--- config.mk ---
export PLATFORM = sky130hd
export DESIGN_NAME = reg_context_seq
export DESIGN_NICKNAME = d
export VERILOG_FILES = /design/src/rtl/reg_context_seq_pkg.sv /design/src/rtl/reg_context_seq_ack_timer.sv /design/src/rtl/reg_context_seq.sv
export SDC_FILE = /design/constraint.sdc
export NUM_CORES = 1
export LEC_CHECK = 0
export BUFFER_PORTS_ARGS = -buffer_cell sky130_fd_sc_hd__buf_2
export CAP_MARGIN = 10
export CORE_AREA = 2 2 72 101
export DETAILED_ROUTE_END_ITERATION = 6
export DIE_AREA = 0 0 74 103
export GPL_TIMING_DRIVEN = 0
export HOLD_SLACK_MARGIN = 0.08
export PLACE_DENSITY = 0.74
export SYNTH_ARGS = -nofsm -noshare
export SYNTH_HDL_FRONTEND = slang
export SYNTH_SLANG_ARGS = --single-unit
--- constraint.sdc ---
create_clock -name Clk -period 1.7 [get_ports Clk]
set_input_delay 0.34 -clock Clk [delete_from_list [all_inputs] [get_ports Clk]]
set_output_delay 0.34 -clock Clk [all_outputs]
set_load 0.005 [all_outputs]
--- src/rtl/reg_context_seq_pkg.sv ---
// Shared types for the LC-3 register context save/restore sequencer.
package SLC3_2;

  localparam int CTX_NREGS = 8;

  typedef enum logic [2:0] {
    IDLE,
    SV_RD,
    SV_MEM,
    RS_MEM,
    RS_LD,
    FIN,
    ABORT
  } ctx_state_t;

  // Bit width needed to hold values 0..n-1, never less than one bit.
  function automatic int ctx_width(input int n);
    return (n > 1) ? $clog2(n) : 1;
  endfunction

endpackage

--- src/rtl/reg_context_seq_ack_timer.sv ---
// Counts cycles spent waiting for a memory acknowledge; flags expiry at the limit.
module ack_timer #(
  parameter int W = 8
) (
  input  logic         Clk,
  input  logic         Reset,
  input  logic         clr,
  input  logic         en,
  input  logic [W-1:0] limit,
  output logic         expired
);

  logic [W-1:0] cnt_reg;
  logic [W-1:0] cnt_inc;

  assign cnt_inc = cnt_reg + W'(1);

  always_ff @(posedge Clk) begin
    if (Reset || clr) begin
      cnt_reg <= '0;
    end else if (en) begin
      cnt_reg <= cnt_inc;
    end
  end

  // Fires in the cycle whose increment would make the count equal the limit; limit 0 never fires.
  assign expired = en && (limit != '0) && (cnt_inc == limit);

endmodule

--- src/rtl/reg_context_seq.sv ---
// Saves the LC-3 general registers to memory or restores them, acting as
// register-file initiator on one side and req/ack memory master on the other.
module reg_context_seq
  import SLC3_2::*;
#(
  parameter int NREGS       = CTX_NREGS,
  parameter int ACK_TIMEOUT = 255
) (
  input  logic        Clk,
  input  logic        Reset,
  input  logic        Save,
  input  logic        Restore,
  input  logic [15:0] Base,
  output logic [2:0]  SR1_SEL,
  input  logic [15:0] SR1_DATA,
  output logic [2:0]  DR_SEL,
  output logic [15:0] REG_WDATA,
  output logic        LD_REG_OUT,
  output logic        MEM_REQ,
  output logic        MEM_WE,
  output logic [15:0] MEM_ADDR,
  output logic [15:0] MEM_WDATA,
  input  logic [15:0] MEM_RDATA,
  input  logic        MEM_ACK,
  output logic        Busy,
  output logic        Done,
  output logic        Error
);

  localparam int IDX_W = ctx_width(NREGS);
  localparam int TMR_W = ctx_width(ACK_TIMEOUT + 1);
  localparam logic [IDX_W-1:0] LAST_IDX = IDX_W'(NREGS - 1);

  ctx_state_t       state_reg, state_next;
  logic [IDX_W-1:0] idx_reg, idx_next;
  logic [15:0]      hold_reg, hold_next;
  logic [15:0]      base_reg, base_next;

  logic        mem_req_comb;
  logic        ld_reg_comb;
  logic        in_mem;
  logic        timer_expired;
  logic [15:0] addr_calc;

  assign in_mem    = (state_reg == SV_MEM) || (state_reg == RS_MEM);
  assign addr_calc = base_reg + 16'(idx_reg);

  ack_timer #(.W(TMR_W)) u_ack_timer (
    .Clk     (Clk),
    .Reset   (Reset),
    .clr     (!in_mem),
    .en      (in_mem && !MEM_ACK),
    .limit   (TMR_W'(ACK_TIMEOUT)),
    .expired (timer_expired)
  );

  always_ff @(posedge Clk) begin
    if (Reset) begin
      state_reg <= IDLE;
      idx_reg   <= '0;
      hold_reg  <= '0;
      base_reg  <= '0;
    end else begin
      state_reg <= state_next;
      idx_reg   <= idx_next;
      hold_reg  <= hold_next;
      base_reg  <= base_next;
    end
  end

  always_comb begin
    state_next   = state_reg;
    idx_next     = idx_reg;
    hold_next    = hold_reg;
    base_next    = base_reg;
    SR1_SEL      = '0;
    DR_SEL       = '0;
    REG_WDATA    = '0;
    ld_reg_comb  = 1'b0;
    mem_req_comb = 1'b0;
    MEM_WE       = 1'b0;
    MEM_ADDR     = '0;
    MEM_WDATA    = '0;
    Busy         = (state_reg != IDLE);
    Done         = 1'b0;
    Error        = 1'b0;

    case (state_reg)
      IDLE: begin
        if (Save) begin
          base_next  = Base;
          idx_next   = '0;
          state_next = SV_RD;
        end else if (Restore) begin
          base_next  = Base;
          idx_next   = '0;
          state_next = RS_MEM;
        end
      end
      SV_RD: begin
        SR1_SEL    = 3'(idx_reg);
        hold_next  = SR1_DATA;
        state_next = SV_MEM;
      end
      SV_MEM: begin
        mem_req_comb = 1'b1;
        MEM_WE       = 1'b1;
        MEM_ADDR     = addr_calc;
        MEM_WDATA    = hold_reg;
        if (MEM_ACK) begin
          if (idx_reg == LAST_IDX) begin
            state_next = FIN;
          end else begin
            idx_next   = idx_reg + IDX_W'(1);
            state_next = SV_RD;
          end
        end else if (timer_expired) begin
          state_next = ABORT;
        end
      end
      RS_MEM: begin
        mem_req_comb = 1'b1;
        MEM_ADDR     = addr_calc;
        if (MEM_ACK) begin
          hold_next  = MEM_RDATA;
          state_next = RS_LD;
        end else if (timer_expired) begin
          state_next = ABORT;
        end
      end
      RS_LD: begin
        DR_SEL      = 3'(idx_reg);
        REG_WDATA   = hold_reg;
        ld_reg_comb = 1'b1;
        if (idx_reg == LAST_IDX) begin
          state_next = FIN;
        end else begin
          idx_next   = idx_reg + IDX_W'(1);
          state_next = RS_MEM;
        end
      end
      FIN: begin
        Done       = 1'b1;
        state_next = IDLE;
      end
      ABORT: begin
        Error      = 1'b1;
        state_next = IDLE;
      end
      default: state_next = IDLE;
    endcase
  end

  // The register file honours LD_REG over its own reset, so strobes must drop within the reset cycle.
  assign LD_REG_OUT = ld_reg_comb & ~Reset;
  assign MEM_REQ    = mem_req_comb & ~Reset;

endmodule

=== Yosys cells after proc, flatten, opt, wreduce, memory -nomap -nowiden ===
Index checks and enable logic that the tools add are counted.

* Register bits: 46
* Bits of input ports: 53

* Mux-type cells: 27
* Bitwise gates (word level): 3
* Reductions and logical operators: 15
* Add/sub/neg operators: 3
* Eq/ne operators: 11

{| class="wikitable"
|+ Operator list
! operator !! count
|-
| $mux W16 || 6
|-
| $mux W3 || 13
|-
| $pmux W16 S2 || 1
|-
| $add A16 B3 Y16 || 1
|-
| $pmux W3 S5 || 1
|-
| $eq A3 B3 Y1 const B || 4
|-
| $pmux W3 S3 || 1
|-
| $add A8 B1 Y8 const B || 1
|-
| $eq A8 B8 Y1 const B || 1
|-
| $eq A3 B2 Y1 const B || 2
|-
| $reduce_bool A3 Y1 || 2
|-
| $mux W1 || 5
|-
| $ne A2 B2 Y1 const B || 2
|-
| $reduce_and A2 Y1 || 2
|-
| $reduce_bool A2 Y1 || 2
|-
| $add A3 B1 Y3 const B || 1
|-
| $eq A3 B1 Y1 const B || 1
|-
| $logic_not A3 Y1 || 1
|-
| $ne A3 B3 Y1 const B || 1
|-
| $reduce_and A3 Y1 || 1
|-
| $and A1 B1 Y1 || 2
|-
| $logic_and A1 B1 Y1 || 2
|-
| $logic_not A1 Y1 || 2
|-
| $logic_or A1 B1 Y1 || 2
|-
| 2 further kinds || 2
|}

=== Longest topological paths before layout ===
Gate-level depths: netlist of run 1.

* Depth in word-level cells: 7
* Gate-level depth with buffers: 7
* Gate-level depth less buffers: 6

=== Cells and area by module ===
Synthesis of run 1 repeated with hierarchy kept, for this count alone.

* Cells, all modules: 405
* Area total of the unflattened synthesis: 3051.7 um^2

{| class="wikitable"
|+ Modules (own cells, without submodules)
! module !! seq. area each (um^2) !! instances !! cells an instance !! area an instance (um^2)
|-
| reg_context_seq || 760.7 || 1 || 334 || 2461.1
|-
| ack_timer || 160.2 || 1 || 71 || 590.6
|}

=== Least setup slack after synthesis of run 1 ===
No wires, ideal clock.

* Kind: flip-flop to output port
* Start: register idx_reg[0]
* End: output port MEM_ADDR[14]
* Arrival time: 1.577 ns
* Path slack: -0.217 ns
* Cell stages (with the launch flop): 7
* Cell sequence: dfxtp_1 ha_1 fa_1 a21o_1 nand2_1 or3b_1 a21oi_1

* Cells in the longest elaborated chain, start to end: 2

{| class="wikitable"
|+ Ends and longest elaborated chain
! item !! RTL line !! text
|-
| start: declaration || reg_context_seq.sv:35 || <nowiki>logic [IDX_W-1:0] idx_reg, idx_next;</nowiki>
|-
| start signal: assignment || reg_context_seq.sv:65 || <nowiki>idx_reg <= idx_next;</nowiki>
|-
| $add A16 B3 Y16 || reg_context_seq.sv:46 || <nowiki>assign addr_calc = base_reg + 16'(idx_reg);</nowiki>
|-
| $mux W16 || reg_context_seq.sv:88 || <nowiki>case (state_reg)</nowiki>
|-
| end: declaration || reg_context_seq.sv:21 || <nowiki>output logic [15:0] MEM_ADDR,</nowiki>
|}

No other way between the ends.

=== Worst setup path after layout of run 1 ===
* Start: register idx_reg[0]
* End: output port MEM_ADDR[10]

Same word-level chain as after synthesis.

==> implementation parameters, run 1 <==
Parameter                              Value

Synthesis
  Share of the synthesized area in compound gates (AO/OA/AOI/OAI)    about 18%
  Library cell occupying the most area in the post-synthesis netlist    dfxtp_1
  Synth Instances    368
  Portion of synthesized cell area occupied by the leading cell type    about a third
  Main combinational cell family by area after synthesis    simple AND/OR/NAND/NOR gates
  Area share of xor/xnor cells in the synthesized design    5.20%
  Largest cells by area after synthesis    dfxtp_1 (32%), and2_1 (8.7%), nand2_1 (6.8%), a21oi_1 (6.3%), o221ai_1 (4.6%)
  Proportion of synthesized chip area in sequential cells    32.1%
  Net count after synthesis    about 430
  Share of synthesized area spent on multiplexers    1.75%
  Mapped Area    2870 sq um
  Post-synthesis register bit count    between 40 and 50
  Post-Synthesis Mean Instance Area    roughly 7.8 sq um
  Basic-gate share of the synthesized area counting and, or, nand and nor cells    34.1%
  Unique masters post-synth    52
  Share of synthesized cell area in full adder, half adder and majority cells    between 3 and 4%
  Post-synth ARST share    0%
  Most frequently used flop master after synthesis    dfxtp_1
  Synthesis warning total    0
  Post-synth EDFFs    0

Setup path
  Cell family with most CP delay    adder cells
  Cell-by-cell listing of the critical path    ha_4 > fa_2 > a21o_1 > buf_4 > nand4_1 > xor2_1 > nor2_1 > buf_2
  Critical path class    reg2out
  Kind of end point of the critical path    output port
  Worst setup SP type    register
  Sum of buffers and inverters on the critical path    2
  Critical path required time    1.36 ns
  Largest stage delay, worst path    around 0.37 ns
  Crit-path max FO    4
  Worst EP arrival    1.98 ns
  CP max stage cell    fa_2

Routing
  Routed vias    approximately 3,300
  Post-detailed-route DRC marker count    0
  Routed wire per std cell    between 15 and 20 microns
  Final routed wirelength across all metal layers    ~10000 microns
  DRT iter0 DRCs    86
  Number of detailed-routing iterations run before antenna repair    4
  Post-DRT Antenna Nets    0
  Via density per instance    ~5.3

Layout
  # nets final    588
  Most used cells in the layout excluding fill and tap cells    buf_2 (85), nand2_1 (50), buf_6 (47)
  Area growth syn-to-layout    60.3%
  FILL cells    510
  Most common cell after layout, fill and taps aside    buf_2
  Non-filler instance count after layout    623
  Share of post-route cells with drive strength above 1    50.4%
  Count of antenna diodes in the layout    0
  Final core utilization    just under 70%

Floorplan
  Width of the die    74 microns
  Number of primary I/O pins    approximately 110
  Overall die height    between 100 and 150 microns
  CORE AREA    just under 7000 sq um
  Number of rows created at floorplan    36
  Initial cell density of the core    42.1%
  Die Area    7620 sq um

Timing
  Period Utilization, post-route    136%
  Total of endpoints with negative setup slack in the final report    59
  Hold violation count in the final report    0
  Final critical delay including setup and external delays    approximately 2.3 ns
  Total negative setup slack    -12.95 ns
  Post-route setup slack    -0.616 ns
  Final clock skew    between 0.004 and 0.005 ns
  Worst slew margin relative to its limit    between 60% and 70%
  Setup repair after global routing missed its margin    yes
  Final slew viol count    0
  Fmax achieved    ~430 MHz
  Slew at the pin with the worst max-slew slack    between 0.4 and 0.5 ns
  Worst hold slack    between 0.2 and 0.3 ns

Placed design
  Count of buffers inserted at the top-level ports    approximately 110
  DP Wirelength    just over 6000 microns
  Number of placed cells counting well taps    ~580
  RePlAce Congestion    around 0.9

Power
  Switching share of power    approximately 33%
  Total power per unit cell area    approximately 620 nW/um^2
  Switching pwr    around 0.93 mW
  Worst vdd rail ir drop    0.522 mV
  Combinational share of power    33.0%
  Power after layout    roughly 2.8 mW
  Part of the total power dissipated in the clock network    a little under a quarter
  Internal Pwr Total    ~1.9 mW
  Static power due to leakage    ~1.9 nW
  Sequential Power Share    approximately 44%

Outcome
  Failing checks    setup timing
  Outcome    finished with violations

Global route
  Global-route usage over all layers    between 20 and 25%
  Initial antenna violation count    0
  Maximum number of pins on one net before global-route repair    14
  First-pass GRT wire length    13,700 microns
  Gr ovfl total    0
  Via count of the first global-routing pass    ~3,000

Clock tree
  Clock H-tree levels    2
  CTS Root Cell    clkbuf_8
  Sink count of the clock tree    46
  Inserted Clock Buffers    5
  Clock tree from TritonCTS    built
  Longest Clk Path Bufs    2
  CTS clk-pin slew, worst paths    0.08 ns
  Clock insertion delay at the later pin of the skew report    ~0.3 ns

Job
  Max-Cap Viols    0

Worst hold path
  Hold Crit Class    in2reg
[repair_timing]
item | 4_1_cts | 5_1_grt
hold buffers | 0 | 0
setup endpoints to repair | 63 | 82
gates cloned | 1 | 2
pin swaps | 25 | 33
gates resized for setup | 75 | 83
buffers inserted | 22 | 19
[power groups by stage]
| stage | logic (mW) | clock network (mW) | registers (mW) |
|---|---|---|---|
| 3_3_place_gp | 0.657 | 0 | 1.27 |
| 2_1_floorplan | 0.459 | 0 | 1.24 |
| 6_report | 0.935 | 0.648 | 1.25 |
| 3_5_place_dp | 0.672 | 0 | 1.27 |
| 5_1_grt | 1.01 | 0.703 | 1.27 |
| 4_1_cts | 0.835 | 0.668 | 1.25 |
[metrics by stage]
stage          setup WS (ns)  instance area, sq um
2_1_floorplan         -0.108                  2920
3_3_place_gp          -0.408                  3600
3_5_place_dp          -0.462                  3600
4_1_cts               -0.597                  4140
5_1_grt               -0.694                  4590
6_report              -0.616                  4590
[cell type report]
class	count	area [sq um]	share of cell area [%]
multi-input cells	289	2120	46.2
inverters	9	37.5	0.817
well taps	95	119	2.59
clock buffers	8	80.1	1.74
flip-flops and latches	46	942	20.5
plain buffers	20	165	3.59
repair buffers	156	1130	24.6
[cell usage after synthesis (2+ instances only)]
| library cell | count |
|---|---|
| nor2b_1 | 3 |
| or2_2 | 3 |
| buf_4 | 3 |
| nand4_1 | 8 |
| nand2b_1 | 7 |
| and3_1 | 4 |
| nor2_1 | 27 |
| a211oi_1 | 4 |
| xnor2_1 | 10 |
| nand2_1 | 52 |
| nand3_1 | 8 |
| a211o_1 | 2 |
| clkbuf_1 | 9 |
| a21oi_1 | 36 |
| or3b_1 | 2 |
| o21a_1 | 4 |
| o21ai_0 | 3 |
| mux2i_1 | 5 |
| nor4b_1 | 2 |
| nor3_1 | 8 |
| a21o_1 | 3 |
| buf_2 | 10 |
| xor2_1 | 7 |
| dfxtp_1 | 46 |
| and2_1 | 40 |
| nand4b_1 | 2 |
| a31o_2 | 2 |
| nand3b_1 | 2 |
| inv_1 | 9 |
| nor4_1 | 3 |
| nor2_2 | 3 |
| o221ai_1 | 15 |
| ha_1 | 7 |
[worst paths after layout]
path,endpoint,start,slack (ns),cells past startpoint
max,MEM_ADDR[10],idx_reg[0]$_SDFFE_PP0P_,-0.62,8
min,base_reg[4]$_SDFFE_PP0P_,Base[4],0.27,3
max reg2reg,idx_reg[2]$_SDFFE_PP0P_,idx_reg[0]$_SDFFE_PP0P_,-0.17,8
min reg2reg,base_reg[15]$_SDFFE_PP0P_,base_reg[15]$_SDFFE_PP0P_,0.46,2
[kinds of logic after synthesis]
group / count (synthesis)
XOR/XNOR: 17
buffers and inverters: 33
AO/OA/AOI/OAI: 76
flip-flops: 46
multiplexers: 5
adder cells (fa/ha/maj): 8
AND/OR/NAND/NOR: 183
[layer usage]
| metal | up-vias | part of all wire (%) | global-route usage (%) |
|---|---|---|---|
| met5 | - | 0 | 0 |
| met4 | 0 | 2.7 | 8.53 |
| met3 | 26 | 4.0 | 3.32 |
| met2 | 123 | 56 | 43.5 |
| met1 | 1579 | 37 | 25.1 |
| li1 | 1599 | - | - |
[worst reg2reg max path, delay by kind of cell (launching register included)]
kind	cells	cell delay, ns
muxes	1	0.22
DFF	1	0.36
adders and majority gates	2	0.32
and+or+nand+nor	1	0.13
AOI/OAI and AO/OA	2	0.51
buffers and inverters	2	0.25
Power figures use the tool's default switching activity.
==> run 2: changes to the inputs <==
Settings changed: CORE_AREA 2 2 72 101 to 2 2 67 95, DIE_AREA 0 0 74 103 to 0 0 69 97, PLACE_DENSITY 0.74 to 0.8.
Clock period 1.7 ns to 2.8 ns, I/O delays scaled along.
==> run 2 against run 1 <==
Effect of this change: the run now ends clean; worst setup slack improved by 0.68 ns; routed wire length fell by 19%; final cell count shrank 10%; via count down 9.7%; global-route usage grew 0.31 points; power decreased by 45%; critical path type unchanged; largest power group unchanged.
==> implementation parameters, run 2 (synthesized netlist as in run 1, its figures left out) <==
Parameter                              Value

Clock tree
  Clock insertion delay at the later pin of the skew report    0.30 ns (about the same)
  Sink count of the clock tree    46 (unchanged)
  Inserted Clock Buffers    5 (unchanged)
  Clock H-tree levels    2 (unchanged)
  CTS Root Cell    clkbuf_8
  Clock tree from TritonCTS    built
  Longest Clk Path Bufs    2 (unchanged)
  Post-CTS setup repair buffer count    0 (-100%)
  CTS clk-pin slew, worst paths    0.09 ns (about the same)

Floorplan
  Number of rows created at floorplan    33 (-8.3%)
  Overall die height    97 microns (-5.8%)
  CORE AREA    5780 sq um (-15%)
  Die Area    6690 sq um (-12%)
  Width of the die    69 microns (-6.8%)
  Initial cell density of the core    49.6% (+7.4 points)
  Number of primary I/O pins    113 (unchanged)

Worst hold path
  Hold Crit Class    reg2reg

Routing
  Number of detailed-routing iterations run before antenna repair    4 (unchanged)
  Routed wire per std cell    14.1 microns (-9.9%)
  DRT iter0 DRCs    136 (+58%)
  Routed vias    3,003 (-9.7%)
  Post-DRT Antenna Nets    0 (unchanged)
  Post-detailed-route DRC marker count    0 (unchanged)
  Via density per instance    5.38 (+0.78%)
  Final routed wirelength across all metal layers    7850 microns (-19%)

Timing
  Fmax achieved    around 370 MHz
  Final critical delay including setup and external delays    between 2 and 3 ns
  Hold violation count in the final report    0 (unchanged)
  Final clock skew    0.00860 ns (+0.00374 ns)
  Setup repair after global routing missed its margin    yes
  Period Utilization, post-route    between 90% and 100%
  Worst slew margin relative to its limit    65.5% (-2.7 points)
  Final slew viol count    0 (unchanged)
  Total negative setup slack    0 ns (+12.95 ns)
  Post-route setup slack    0.0651 ns (+0.681 ns)
  Total of endpoints with negative setup slack in the final report    0 (-100%)
  Slew at the pin with the worst max-slew slack    0.515 ns (+0.0384 ns)

Layout
  Area growth syn-to-layout    25.9%
  # nets final    548 (-6.8%)
  Share of post-route cells with drive strength above 1    30.7% (-20 points)
  Final core utilization    62.4% (-5.1 points)
  Most used cells in the layout excluding fill and tap cells    buf_2 (122), nand2_1 (52), dfxtp_1 (45)
  Most common cell after layout, fill and taps aside    buf_2
  Count of antenna diodes in the layout    0 (unchanged)

Global route
  Via count of the first global-routing pass    2,944 (-1.7%)
  First-pass GRT wire length    12,900 microns (-5.9%)
  Maximum number of pins on one net before global-route repair    15 (+1)
  Initial antenna violation count    0 (unchanged)
  Gr ovfl total    0 (unchanged)
  Global-route usage over all layers    23.2% (+0.31 points)

Setup path
  Crit-path max FO    6 (+2)
  Worst setup SP type    register
  Worst EP arrival    2.17 ns (+0.19 ns)
  Critical path class    reg2out
  Kind of end point of the critical path    output port
  Critical path required time    2.24 ns (+0.88 ns)

Power
  Total power per unit cell area    433 nW/um^2 (-30%)
  Static power due to leakage    1.63 nW (-16%)
  Worst vdd rail ir drop    0.243 mV (-53%)

Outcome
  Outcome    completed

Placed design
  Setup slack at placement    0.370 ns (+0.832 ns)
  DP Wirelength    6050 microns (-1.4%)
  RePlAce Congestion    0.939 (+4.8%)
  Count of buffers inserted at the top-level ports    112 (unchanged)

Job
  Max-Cap Viols    0 (unchanged)
==> run 2: changes by cell type in the layout (fill, tap and decap cells not counted), moves of 4 or more <==
cell	change
a21oi_1	+4
and2_1	+29
ha_1	+5
nor2_4	-4
buf_2	+37
dfxtp_1	+10
and2_4	-29
buf_6	-46
buf_4	-31
ha_4	-5
dfxtp_2	-7
==> run 2: routing by layer <==
layer  vias up  wire, microns  global-route usage (%)  share of wire (%)
li1       1523              -                       -                  -
met1      1361           3060                    24.6                 39
met2        98           4140                    43.4                 53
met3        21            380                    3.54                4.8
met4         0            259                    11.8                3.3
met5         -              0                       0                  0
==> run 2: what timing repair did <==
item	CTS	global route
hold buffers	0	0
endpoints found under the setup margin	0	5
resized for setup	0	2
==> run 2: cell type report <==
type	instances	area, sq um
repair buffers	112	561
fillers	534	2170
well taps	70	87.6
flip-flops and latches	46	922
multi-input cells	289	1800
clock inverters	2	13.8
plain buffers	24	121
inverters	9	33.8
clock buffers	6	72.6
==> run 2: metrics by stage <==
| stage | power (mW) | cell area [sq um] | std cells | hold slack (ns) |
|---|---|---|---|---|
| 4_1_cts | 1.57 | 3600 | 558 | 0.463 |
| 6_report | 1.56 | 3610 | 558 | 0.463 |
| 2_1_floorplan | 1.03 | 2870 | 368 | 0.436 |
| 3_3_place_gp | 1.16 | 3510 | 550 | 0.446 |
| 5_1_grt | 1.65 | 3610 | 558 | 0.478 |
| 3_5_place_dp | 1.17 | 3510 | 550 | 0.451 |
==> run 2: final timing paths <==
| path | start | endpoint | slack (ns) | cells after the start |
|---|---|---|---|---|
| max reg2reg | idx_reg[1]$_SDFFE_PP0P_ | idx_reg[0]$_SDFFE_PP0P_ | 0.96 | 6 |
| min reg2reg | base_reg[15]$_SDFFE_PP0P_ | base_reg[15]$_SDFFE_PP0P_ | 0.46 | 2 |
| max | idx_reg[1]$_SDFFE_PP0P_ | MEM_ADDR[13] | 0.07 | 6 |
| min | base_reg[15]$_SDFFE_PP0P_ | base_reg[15]$_SDFFE_PP0P_ | 0.46 | 2 |
==> run 2: power by group <==
group,total [mW],internal (mW),switching [mW]
clock,0.405,0.176,0.229
sequential,0.753,0.706,0.0477
combinational,0.402,0.169,0.233
total,1.56,1.05,0.510
==> run 2: worst max-delay path: stages (launching register included) <==
cell	delay, ns
dfxtp_1	0.47
ha_1	0.31
a211oi_1	0.37
nor2_1	0.19
a31o_2	0.28
a21oi_1	0.11
buf_2	0.12
